[config.mk]
export PLATFORM = sky130hd
export DESIGN_NAME = stream_arbiter
export DESIGN_NICKNAME = d
export VERILOG_FILES = /design/src/rtl/stream_arbiter.sv
export SDC_FILE = /design/constraint.sdc
export NUM_CORES = 1
export LEC_CHECK = 0
export ABC_CLOCK_PERIOD_IN_PS = 3050
export CORE_ASPECT_RATIO = 0.5
export CORE_MARGIN = 1
export CORE_UTILIZATION = 46
export CTS_BUF_LIST = sky130_fd_sc_hd__clkbuf_4
export DETAILED_ROUTE_END_ITERATION = 7
export PLACE_DENSITY = 0.9
export SETUP_SLACK_MARGIN = 0.5
export SYNTH_ARGS = -nofsm -noshare
export SYNTH_HDL_FRONTEND = slang
export SYNTH_SLANG_ARGS = --single-unit
[constraint.sdc]
create_clock -name clk -period 3.05 [get_ports clk]
set_clock_uncertainty 0.05 [all_clocks]
set_input_delay 0.7625 -clock clk [delete_from_list [all_inputs] [get_ports clk]]
set_output_delay 0.7625 -clock clk [all_outputs]
set_load 0.1 [all_outputs]
[src/rtl/stream_arbiter.sv]
// Round-robin arbiter that funnels N single-word stb/ack producer streams into one
// registered output channel, with a sticky watchdog flag for a stalled sink.
module stream_arbiter #(
    parameter int N       = 4,
    parameter int WIDTH   = 32,
    parameter int TIMEOUT = 1000000
) (
    input  logic                   clk,
    input  logic                   rst,
    input  logic [N*WIDTH-1:0]     input_in,
    input  logic [N-1:0]           input_in_stb,
    output logic [N-1:0]           input_in_ack,
    output logic [WIDTH-1:0]       output_out,
    output logic                   output_out_stb,
    input  logic                   output_out_ack,
    output logic [$clog2(N)-1:0]   output_grant,
    output logic                   exception
);

    localparam int GW = $clog2(N);
    localparam int CW = (TIMEOUT < 2) ? 1 : $clog2(TIMEOUT + 1);
    localparam logic [CW-1:0] TO_MAX = CW'(TIMEOUT);
    localparam logic [CW-1:0] TO_SET = CW'((TIMEOUT > 0) ? (TIMEOUT - 1) : 0);

    typedef enum logic [1:0] {
        S_IDLE = 2'd0,
        S_ACK  = 2'd1,
        S_SEND = 2'd2
    } state_t;

    state_t              r_state;
    logic [GW-1:0]       r_ptr;
    logic [N-1:0]        r_ack;
    logic [WIDTH-1:0]    r_out;
    logic                r_stb;
    logic [GW-1:0]       r_grant;
    logic [CW-1:0]       r_wdog;
    logic                r_exc;

    state_t              w_state;
    logic [GW-1:0]       w_ptr;
    logic [N-1:0]        w_ack;
    logic [WIDTH-1:0]    w_out;
    logic                w_stb;
    logic [GW-1:0]       w_grant;
    logic [CW-1:0]       w_wdog;
    logic                w_exc;

    logic [WIDTH-1:0]    w_in [N];
    logic [2*N-1:0]      w_shift;
    logic [N-1:0]        w_rot;
    logic                w_found;
    logic [GW-1:0]       w_off;
    logic [GW:0]         w_sum;
    logic [GW-1:0]       w_sel;
    logic [GW-1:0]       w_ptr_after;
    logic [CW-1:0]       w_wdog_inc;

    genvar gk;
    generate
        for (gk = 0; gk < N; gk++) begin : g_unpack
            assign w_in[gk] = input_in[gk*WIDTH +: WIDTH];
        end
    endgenerate

    // Rotate requests so that bit 0 is the stream at the round-robin pointer
    assign w_shift = {input_in_stb, input_in_stb} >> r_ptr;
    assign w_rot   = w_shift[N-1:0];

    // Lowest set bit of the rotated vector wins; scanning downward lets it overwrite
    always_comb begin
        w_found = 1'b0;
        w_off   = '0;
        for (int i = N - 1; i >= 0; i--) begin
            w_off   = w_rot[i] ? GW'(i) : w_off;
            w_found = w_found | w_rot[i];
        end
    end

    assign w_sum       = {1'b0, r_ptr} + {1'b0, w_off};
    assign w_sel       = (w_sum >= (GW+1)'(N)) ? GW'(w_sum - (GW+1)'(N)) : w_sum[GW-1:0];
    assign w_ptr_after = (r_grant == GW'(N - 1)) ? '0 : (r_grant + GW'(1));
    assign w_wdog_inc  = (r_wdog == TO_MAX) ? r_wdog : (r_wdog + CW'(1));

    // Next-state and next-output logic for the grant/ack/send sequence
    always_comb begin
        w_state = r_state;
        w_ptr   = r_ptr;
        w_ack   = r_ack;
        w_out   = r_out;
        w_stb   = r_stb;
        w_grant = r_grant;
        w_wdog  = r_wdog;
        w_exc   = r_exc;
        case (r_state)
            S_IDLE: begin
                if (w_found) begin
                    w_ack   = {{(N-1){1'b0}}, 1'b1} << w_sel;
                    w_grant = w_sel;
                    w_state = S_ACK;
                end else begin
                    w_ack   = '0;
                end
            end
            S_ACK: begin
                w_out   = w_in[r_grant];
                w_ack   = '0;
                w_stb   = 1'b1;
                w_wdog  = '0;
                w_state = S_SEND;
            end
            S_SEND: begin
                if (output_out_ack) begin
                    w_stb   = 1'b0;
                    w_ptr   = w_ptr_after;
                    w_state = S_IDLE;
                end else if (TIMEOUT > 0) begin
                    // Flag raised on the same edge the counter lands on TIMEOUT-1
                    w_wdog = w_wdog_inc;
                    w_exc  = r_exc | (w_wdog_inc >= TO_SET);
                end else begin
                    w_wdog = r_wdog;
                end
            end
            default: begin
                w_ack   = '0;
                w_stb   = 1'b0;
                w_state = S_IDLE;
            end
        endcase
    end

    // State and output registers with synchronous reset
    always_ff @(posedge clk) begin
        if (rst) begin
            r_state <= S_IDLE;
            r_ptr   <= '0;
            r_ack   <= '0;
            r_out   <= '0;
            r_stb   <= 1'b0;
            r_grant <= '0;
            r_wdog  <= '0;
            r_exc   <= 1'b0;
        end else begin
            r_state <= w_state;
            r_ptr   <= w_ptr;
            r_ack   <= w_ack;
            r_out   <= w_out;
            r_stb   <= w_stb;
            r_grant <= w_grant;
            r_wdog  <= w_wdog;
            r_exc   <= w_exc;
        end
    end

    assign input_in_ack   = r_ack;
    assign output_out     = r_out;
    assign output_out_stb = r_stb;
    assign output_grant   = r_grant;
    assign exception      = r_exc;

endmodule

==> results of run 1 <==
==> per-layer routing <==
| metal | vias up | part of all wire, % | GRT usage, % |
|---|---|---|---|
| met5 | - | 0 | 0 |
| met4 | 0 | 1.8 | 6.75 |
| met3 | 19 | 5.5 | 6.55 |
| met2 | 149 | 53 | 48.9 |
| li1 | 1884 | - | - |
| met1 | 1901 | 40 | 34.4 |
==> registers in the layout (all words and copies together) (netlist names) <==
register / cells
output_out_stb: 1
exception: 1
input_in_ack: 4
r_ptr: 2
output_grant: 2
output_out: 32
r_wdog: 20
r_state: 2
==> cells in the final DEF (no fill, tap or decap), types with 2 or more instances in the layout <==
master and instances:
a311oi_1 3, mux4_2 32, nor3_1 6, clkbuf_4 9, nor2b_1 3, ha_1 4, nor2_1 32, a22oi_1 3
a211oi_1 5, a21oi_1 51, clkinv_2 2, o21ai_0 7, dfxtp_1 63, nand3b_1 3, nand4b_1 2, nand2b_1 3
and3_2 2, a31oi_1 5, o41ai_1 2, nand2_1 80, or3_1 2, o21a_1 3, xor2_1 3, nor4_1 3
nand3_1 14, clkinv_1 3, or4_1 3, a32o_1 2, o21ai_1 12, nand4_1 6, xnor2_1 6, clkdlybuf4s50_1 133
inv_1 7, buf_4 47
==> cells by family after synthesis <==
logic type | Yosys count | synth area share, %
AND/OR/NAND/NOR | 169 | 20.8
AO/OA/AOI/OAI | 105 | 17.2
flip-flops | 64 | 33.8
buffers and inverters | 44 | 5.64
multiplexers | 33 | 19.3
XOR/XNOR | 9 | 2.08
adder cells (fa/ha/maj) | 4 | 1.32
==> worst max-delay path: stages <==
cell and delay (ps):
clkdlybuf4s50_1 610, nor2_1 70, nand2_1 70, o21ai_0 80, o21ai_0 160, nand3_1 100
ha_1 200, xnor2_1 340, a32o_1 210
==> worst paths after layout <==
path / from / cells past startpoint / to
hold reg to reg: output_out[3]$_SDFFE_PP0P_ / 2 / output_out[3]$_SDFFE_PP0P_
setup / recovery: input_in_stb[0] / 9 / input_in_ack[1]$_SDFFE_PP0N_
hold / removal: output_out[3]$_SDFFE_PP0P_ / 2 / output_out[3]$_SDFFE_PP0P_
setup reg to reg: r_wdog[4]$_SDFFE_PP0P_ / 6 / exception$_SDFFE_PP0P_
==> power by group through the flow <==
stage	Combinational [uW]	Clock [uW]	Sequential, uW
2_1_floorplan	322	0	1290
3_3_place_gp	973	0	952
3_5_place_dp	988	0	955
4_1_cts	990	531	935
5_1_grt	1040	582	945
6_report	987	528	935
==> layout make-up <==
cell class	instances	area [um^2]	area share (%)
clock buffers	9	67.6	1.21
clock inverters	6	51.3	0.921
multi-input cells	320	2300	41.3
repair buffers	182	1710	30.7
inverters	7	26.3	0.472
flip-flops and latches	64	1280	23.0
well taps	108	135	2.43
==> per-stage QoR <==
step / cell area [um^2] / hold slack, ps / util, % / total power [uW] / setup WS (ps)
finish: 5570 / 408 / 72.8 / 2450 / 728
global route: 5570 / 428 / 72.8 / 2560 / 550
CTS: 5570 / 410 / 72.8 / 2460 / 751
detailed placement: 5450 / 397 / 71.3 / 1940 / 334
global placement: 5450 / 392 / 71.3 / 1930 / 404
floorplan: 3790 / 421 / - / 1610 / 626
==> results.py, run 1 <==
metrics = {
    "drt": {
        "dr.pass1.iters": 6,
        "wl_mm": 11.3,
        "drtAntennaViolNets": 0,
        "dr.first_iter.drc_count": 328,
        "routed-via-count": 3953,
        "drc_errors": 0,
        "vias_per_cell": 5.68,
        "wl_per_cell_um": 16.2,
    },
    "clock_tree": {
        "hold_buffers": 0,
        "post_cts_buffers": 0,
        "cts_tree": "done",
        "cts_num_sinks": 64,
        "numCtsBuffers": 9,
        "insertion_delay_ps": 410,
        "root_buffer": "clkbuf_4",
        "clock_path_buffers": 2,
        "cts_resized": 0,
        "htreeDepth": 3,
        "clkSlewWorstSetupHoldPaths_ps": 90,
    },
    "floorplan": {
        "core_um2": 7650,
        "pin_count": 175,
        "placementRows": 22,
        "die_w_um": 130,
        "initial_core_util_pct": 49.6,
        "die-height_um": 66.2,
        "die-area_um2": 8630,
    },
    "sta": {
        "worstMarginPinSlew_ps": 787,
        "rsz0062_at_grt": "false",
        "timing.final.crit_share_pct": 76.1,
        "fmax_ghz": 0.431,
        "fin_setup_tns_ps": 0,
        "period_minus_slack_ps": 2320,
        "hold_violations": 0,
        "relSlewSlack_pct": 47.5,
        "slew_violations": 0,
        "setup_viol": 0,
    },
    "power_and_ir_drop": {
        "p_sw_share_pct": 38.2,
        "power.internal_uw": 1510,
        "power_frac_comb_pct": 40.3,
        "p_per_area_nw_per_um2": 440,
        "p_seq_share_pct": 38.2,
        "p_leak_uw": 0.00200,
        "p_sw_uw": 935,
        "clockPowerShare_pct": 21.5,
        "ir_drop_mv": 0.191,
    },
    "critical_path": {
        "worstPathArrival_ps": 2610,
        "cp-end-kind": "flop",
        "criticalPathCategory": "in2reg",
        "cp_data_required_time_ps": 3340,
        "r2r_slack_ps": 770,
        "critPathMaxFanout": 8,
        "start_kind": "input pin",
    },
    "synth": {
        "synth_seq_area_share_pct": 33.8,
        "ys_seq_elements": 64,
        "synth-main-ff-cell": "dfxtp_1",
        "synth_edf_count": 0,
        "ys_top_cells_by_count": "80 x nand2_1, 64 x dfxtp_1, 51 x a21oi_1",
        "synthTopCellsByArea": "dfxtp_1 34%, mux4_2 19%, nand2_1 7.9%, a21oi_1 6.7%, nor2_1 3.2%",
        "synth_warnings": 0,
        "synthesis.area_um2": 3790,
        "synth_cell_type_count": 57,
        "avgSynthCellArea_um2": 8.86,
        "async_flop_share_pct": 0,
        "synth_most_common_cell": "nand2_1",
        "synth_nets": 567,
        "synth_top_area_share_pct": 33.8,
        "netlist_instances": 428,
        "yosys.area.top_type": "dfxtp_1",
    },
    "global_routing": {
        "gr-total-overflow": 0,
        "grt_pass1_vias": 3737,
        "grt_pass1_wl_mm": 18.4,
        "gr-usage-all-layers_pct": 27.8,
        "antenna_found_initial": 0,
        "grt_max_degree": 38,
    },
    "placed_design": {
        "dp_hpwl_mm": 8.70,
        "place_inst": 681,
        "routabilityCongestion": 0.880,
        "port_buffers": 174,
    },
    "layout": {
        "layout.nets": 723,
        "n_antenna_cell": 0,
        "areaGrowthSynthToFinish_pct": 46.9,
        "final_cells": 696,
        "fillers": 574,
        "drive_gt1_share_pct": 17.9,
    },
    "flow_run": {
        "max_cap_violations": 0,
    },
    "min_path": {
        "hp-class": "reg2reg",
    },
    "run_status": {
        "status": "finished, final reports clean",
    },
}
(Power assumes the default switching activity.)
==> run 2, diff against run 1 <==
--- a/config.mk
+++ b/config.mk
@@ -5,13 +5,13 @@
 export SDC_FILE = /design/constraint.sdc
 export NUM_CORES = 1
 export LEC_CHECK = 0
-export ABC_CLOCK_PERIOD_IN_PS = 3050
+export ABC_CLOCK_PERIOD_IN_PS = 2000
 export CORE_ASPECT_RATIO = 0.5
 export CORE_MARGIN = 1
-export CORE_UTILIZATION = 46
+export CORE_UTILIZATION = 39
 export CTS_BUF_LIST = sky130_fd_sc_hd__clkbuf_4
 export DETAILED_ROUTE_END_ITERATION = 7
-export PLACE_DENSITY = 0.9
+export PLACE_DENSITY = 0.81
 export SETUP_SLACK_MARGIN = 0.5
 export SYNTH_ARGS = -nofsm -noshare
 export SYNTH_HDL_FRONTEND = slang
==> constraint.sdc (replaced) <==
create_clock -name clk -period 2 [get_ports clk]
set_clock_uncertainty 0.05 [all_clocks]
set_input_delay 0.5 -clock clk [delete_from_list [all_inputs] [get_ports clk]]
set_output_delay 0.5 -clock clk [all_outputs]
set_load 0.1 [all_outputs]
==> run 2 against run 1 <==
Net effect:
- highest routed layer unchanged
- critical path depth shrank 2
- first-iteration DRC count grew 63%
- via count grew 20%
- cell count grew 14%
- critical path type is now reg2reg
- total power grew 85%
==> results.py, run 2 (synthesized netlist as in run 1, its figures left out) <==
metrics = {
    "run_status": {
        "status": "finished, final reports clean",
    },
    "sta": {
        "worstMarginPinSlew_ps": 467,
        "timing.final.crit_share_pct": 98.8,
        "period_minus_slack_ps": 1980,
        "layout_setup_ws_ps": 24.7,
        "rsz0062_at_grt": "true",
        "hold_violations": 0,
        "slew_violations": 0,
        "fmax_ghz": 0.506,
        "relSlewSlack_pct": 68.9,
        "holdWs_ps": 433,
        "setup_viol": 0,
    },
    "min_path": {
        "hold_depth": 2,
        "hp-class": "reg2reg",
        "worstHoldStart": "output_out[29]$_SDFFE_PP0P_",
        "whs_endpoint": "output_out[29]$_SDFFE_PP0P_",
    },
    "critical_path": {
        "startpoint": "r_wdog[1]$_SDFFE_PP0P_",
        "worstPathArrival_ps": 2230,
        "rr_worst_depth": 7,
        "critPathMaxFanout": 4,
        "cp_data_required_time_ps": 2260,
        "cp-end-kind": "flop",
        "criticalPathCategory": "reg2reg",
        "timing.rr.start": "r_wdog[1]$_SDFFE_PP0P_",
        "r2r_end": "exception$_SDFFE_PP0P_",
        "r2r_slack_ps": 20,
        "start_kind": "flop",
    },
    "global_routing": {
        "grt_max_degree": 33,
        "grt_pass1_wl_mm": 22.0,
        "gr-total-overflow": 0,
        "gr-usage-all-layers_pct": 28.3,
        "antenna_found_initial": 0,
        "grt_pass1_vias": 4336,
    },
    "floorplan": {
        "die_w_um": 141,
        "core_um2": 9450,
        "placementRows": 25,
        "die-area_um2": 10100,
        "pin_count": 175,
        "die-height_um": 71.7,
        "initial_core_util_pct": 40.1,
    },
    "layout": {
        "layout.nets": 795,
        "layout_commonest_cell": "clkdlybuf4s50_1",
        "drive_gt1_share_pct": 44.5,
        "largest_reg_flops": 32,
        "n_antenna_cell": 0,
        "mostFrequentLayoutCells": "129 x clkdlybuf4s50_1, 78 x nand2_1, 57 x buf_4",
        "areaGrowthSynthToFinish_pct": 91.7,
        "fin_util_pct": 77.0,
    },
    "flow_run": {
        "max_cap_violations": 0,
    },
    "power_and_ir_drop": {
        "power_frac_comb_pct": 44.8,
        "p_seq_share_pct": 32.4,
        "p_sw_share_pct": 37.6,
        "power.internal_uw": 2820,
        "p_leak_uw": 0.00266,
        "clockPowerShare_pct": 22.8,
        "p_per_area_nw_per_um2": 622,
        "p_sw_uw": 1700,
        "ir_drop_mv": 0.341,
    },
    "drt": {
        "vias_per_cell": 5.95,
        "wl_per_cell_um": 20.8,
        "drc_errors": 0,
        "wl_mm": 16.6,
        "drtAntennaViolNets": 0,
        "dr.first_iter.drc_count": 533,
        "dr.pass1.iters": 5,
        "routed-via-count": 4733,
    },
    "placed_design": {
        "port_buffers": 174,
        "dp_slack_ps": -468,
        "routabilityCongestion": 0.927,
        "dp_hpwl_mm": 9.78,
    },
    "clock_tree": {
        "htreeDepth": 3,
        "cts_num_sinks": 64,
        "root_buffer": "clkbuf_4",
        "insertion_delay_ps": 430,
        "hold_buffers": 0,
        "cts_tree": "done",
        "clock_path_buffers": 2,
        "numCtsBuffers": 9,
        "clkSlewWorstSetupHoldPaths_ps": 120,
    },
}
run 2: cell count changes in the layout (fill, tap and decap cells not counted), moves of 10 or more:
cell,change
buf_12,+43
buf_4,+10
dfxtp_2,+44
buf_6,+12
dfxtp_1,-56
dfxtp_4,+12
run 2: worst max-delay path, cell delays in order, from the launching register on:
cell,delay [ps]
dfxtp_4,390
ha_4,170
and3_4,190
a2111oi_4,290
a311oi_1,100
o31a_1,260
a311oi_2,300
o41ai_2,120
run 2: what timing repair did:
action                     4_1_cts  5_1_grt
hold endpoints to repair         0        0
pin swaps                       21       13
setup buffers                   25       11
cloned                           0        4
resized for setup              109       54
setup endpoints to repair       78       98
run 2: per-stage QoR:
stage | power, uW | std cells | area [um^2] | setup TNS, ps
6_report | 4520 | 796 | 7270 | 0
5_1_grt | 4660 | 796 | 7270 | 0
4_1_cts | 4380 | 781 | 6910 | 0
3_5_place_dp | 3250 | 740 | 6340 | -3160
3_3_place_gp | 3220 | 740 | 6340 | -1690
2_1_floorplan | 2510 | 428 | 3980 | 0
run 2: layout make-up:
| cell class | instances | area [um^2] |
|---|---|---|
| Fill cell | 564 | 2180 |
| Clock inverter | 7 | 96.3 |
| Sequential cell | 64 | 1380 |
| Multi-Input combinational cell | 320 | 2610 |
| Tap cell | 135 | 169 |
| Timing Repair Buffer | 254 | 2910 |
| Inverter | 7 | 33.8 |
| Clock buffer | 9 | 67.6 |
run 2: layer usage:
metal | share of wire [%] | GRT usage (%)
met5 | 0 | 0
met4 | 5.5 | 13.0
met3 | 8.3 | 7.35
met2 | 48 | 48.9
met1 | 38 | 33.7
run 2: worst max path at each step:
| stage | to | slack (ps) |
|---|---|---|
| CTS | exception$_SDFFE_PP0P_ | 110 |
| global route | exception$_SDFFE_PP0P_ | 6 |
| floorplan | exception$_SDFFE_PP0P_ | 200 |
| detailed placement | input_in_ack[1]$_SDFFE_PP0N_ | -470 |
| global placement | input_in_ack[0]$_SDFFE_PP0N_ | -310 |
| finish | exception$_SDFFE_PP0P_ | 20 |
run 2: power groups by stage:
stage,Clock (uW),Combinational (uW),Sequential [uW]
2_1_floorplan,0,546,1970
3_3_place_gp,0,1710,1510
3_5_place_dp,0,1740,1510
4_1_cts,1040,1870,1460
5_1_grt,1090,2100,1470
6_report,1030,2030,1470
==> run 3, diff against run 2 <==
--- a/config.mk
+++ b/config.mk
@@ -5,7 +5,7 @@
 export SDC_FILE = /design/constraint.sdc
 export NUM_CORES = 1
 export LEC_CHECK = 0
-export ABC_CLOCK_PERIOD_IN_PS = 2000
+export ABC_CLOCK_PERIOD_IN_PS = 1700
 export CORE_ASPECT_RATIO = 0.5
 export CORE_MARGIN = 1
 export CORE_UTILIZATION = 39
==> constraint.sdc (replaced) <==
create_clock -name clk -period 1.7 [get_ports clk]
set_clock_uncertainty 0.05 [all_clocks]
set_input_delay 0.425 -clock clk [delete_from_list [all_inputs] [get_ports clk]]
set_output_delay 0.425 -clock clk [all_outputs]
set_load 0.1 [all_outputs]
==> run 3 against run 2 <==
Net effect:
- the run now ends with negative setup slack left
- die area unchanged
- via count increased by 0.40%
- sequential power increased by 16%
- cell count increased by 2.4%
- sequential share of layout area decreased by 1.1 points
- utilization increased by 4.3 points
- wire length increased by 0.80%
- global-route usage increased by 0.41 points
- critical path depth increased by 1
- clock power decreased by 12%
- worst setup slack got worse by 280 ps
- largest cell class unchanged
- highest routed layer unchanged
==> results.py, run 3 (synthesized netlist as in run 1, its figures left out) <==
metrics = {
    "run_status": {
        "status": "complete, but fails checks",
        "failed_checks": "negative setup slack",
    },
    "sta": {
        "relSlewSlack_pct": 44.8,
        "setup_viol": 8,
        "fmax_ghz": 0.512,
        "period_minus_slack_ps": 1950,
        "layout_setup_ws_ps": -255,
        "hold_violations": 0,
        "worstMarginPinSlew_ps": 824,
        "slew_violations": 0,
        "timing.final.crit_share_pct": 115,
        "rsz0062_at_grt": "true",
    },
    "placed_design": {
        "dp_slack_ps": -558,
        "routabilityCongestion": 0.868,
        "dp_hpwl_mm": 10.2,
        "post_dp_cell_area_um2": 6730,
        "port_buffers": 174,
    },
    "layout": {
        "multi_input_area_um2": 2870,
        "n_antenna_cell": 0,
        "design_area_um2": 7680,
        "layout_commonest_cell": "clkdlybuf4s50_1",
        "mostFrequentLayoutCells": "128 x clkdlybuf4s50_1, 65 x buf_4, 54 x nand2_1",
        "fillers": 509,
        "layout.nets": 814,
        "largest_reg_flops": 32,
        "drive_gt1_share_pct": 52.5,
        "final-seq-area_um2": 1380,
        "areaGrowthSynthToFinish_pct": 102,
        "fin_util_pct": 81.3,
    },
    "power_and_ir_drop": {
        "ir_drop_mv": 0.417,
        "p_per_area_nw_per_um2": 669,
        "p_leak_uw": 0.00279,
    },
    "drt": {
        "routed-via-count": 4752,
        "wl_per_cell_um": 20.5,
        "vias_per_cell": 5.83,
        "wl_mm": 16.7,
        "drtAntennaViolNets": 0,
        "dr.pass1.iters": 6,
        "dr.first_iter.drc_count": 469,
        "drc_errors": 0,
    },
    "floorplan": {
        "die-height_um": 71.7,
        "die-area_um2": 10100,
        "pin_count": 175,
        "placementRows": 25,
        "core_um2": 9450,
        "die_w_um": 141,
        "initial_core_util_pct": 40.1,
    },
    "clock_tree": {
        "htreeDepth": 3,
        "clkSlewWorstSetupHoldPaths_ps": 120,
        "cts_tree": "done",
        "clock_path_buffers": 2,
        "cts_num_sinks": 64,
        "numCtsBuffers": 9,
        "hold_buffers": 0,
        "root_buffer": "clkbuf_4",
        "insertion_delay_ps": 440,
    },
    "critical_path": {
        "crit_chain": "buf_6 -> nor4_2 -> nand2_1 -> nor4_4 -> buf_4 -> a21o_1 -> nor2_1 -> nor3_1",
        "cpPeakStageDelay_ps": 360,
        "cp_data_required_time_ps": 2020,
        "rr_worst_depth": 8,
        "critPathMaxFanout": 4,
        "worstPathArrival_ps": 2270,
        "start_kind": "flop",
        "cp-end-kind": "flop",
        "slowest_stage": "dfxtp_2",
        "criticalPathCategory": "reg2reg",
    },
    "min_path": {
        "hold_depth": 2,
        "hp-class": "in2reg",
    },
    "global_routing": {
        "gr-total-overflow": 0,
        "grt_pass1_vias": 4380,
        "grt_pass1_wl_mm": 22.2,
        "grt_max_degree": 33,
        "antenna_found_initial": 0,
        "gr-usage-all-layers_pct": 28.7,
    },
    "flow_run": {
        "max_cap_violations": 0,
    },
}
-- run 3: cell count changes in the layout (fill, tap and decap cells not counted), moves of 3 or more --
cell           before  now
nand2_1            78   54
dlygate4sd2_1       0    4
nor2_4              2    6
nand2_2             3   26
buf_4              57   65
a21oi_2             5   25
buf_2               4    1
nand3_2             6    3
a21oi_1            46   26
o21ai_1            14   11
buf_6              12   20
-- run 3: final timing paths --
path | slack, ps | end | startpoint
worst max-delay path | -250 | r_wdog[0]$_SDFFE_PP0P_ | r_wdog[10]$_SDFFE_PP0P_
worst min-delay path | 250 | output_out_stb$_SDFFE_PP0P_ | rst
worst max register to register | -250 | r_wdog[0]$_SDFFE_PP0P_ | r_wdog[10]$_SDFFE_PP0P_
worst min register to register | 430 | output_out[27]$_SDFFE_PP0P_ | output_out[27]$_SDFFE_PP0P_
-- run 3: layout make-up --
class | count | share of cell area (%)
well taps | 135 | 2.20
clock inverters | 5 | 0.310
flip-flops and latches | 64 | 17.9
repair buffers | 273 | 40.8
multi-input cells | 320 | 37.4
clock buffers | 11 | 1.08
inverters | 7 | 0.342
-- run 3: metal layers --
layer  GRT usage (%)  vias up  part of all wire, %  wire length [um]
li1                -     2075                    -                 -
met4            11.7        0                  3.7               625
met5               0        -                    0                 0
met2            51.4      273                   52              8690
met3            7.15       80                  7.4              1240
met1            33.5     2324                   37              6160
-- run 3: what timing repair did --
item	CTS	global route
buffers inserted	14	11
gates cloned	2	2
endpoints found under the setup margin	103	102
pin swaps	13	42
gates resized for setup	81	80
-- run 3: metrics by stage --
stage	hold WS [ps]	TNS (ps)	instances	power [uW]
after floorplan	418	-104	428	3000
after global placement	412	-7270	770	3850
after detailed placement	417	-8430	770	3890
after CTS	236	-303	802	4900
after global routing	230	-2170	815	5320
final	247	-1260	815	5130
-- run 3: worst max-delay path: cells and delay by family (launching register included) --
family | cells | cell delay [ps]
AND/OR/NAND/NOR | 5 | 1000
flip-flops | 1 | 360
buffers and inverters | 2 | 310
AO/OA/AOI/OAI | 1 | 160
-- run 3: power breakdown --
| part | internal (uW) | total, uW | switching, uW |
|---|---|---|---|
| Clock | 317 | 908 | 591 |
| Sequential | 1610 | 1710 | 109 |
| Combinational | 1200 | 2510 | 1320 |
| Total | 3120 | 5130 | 2020 |
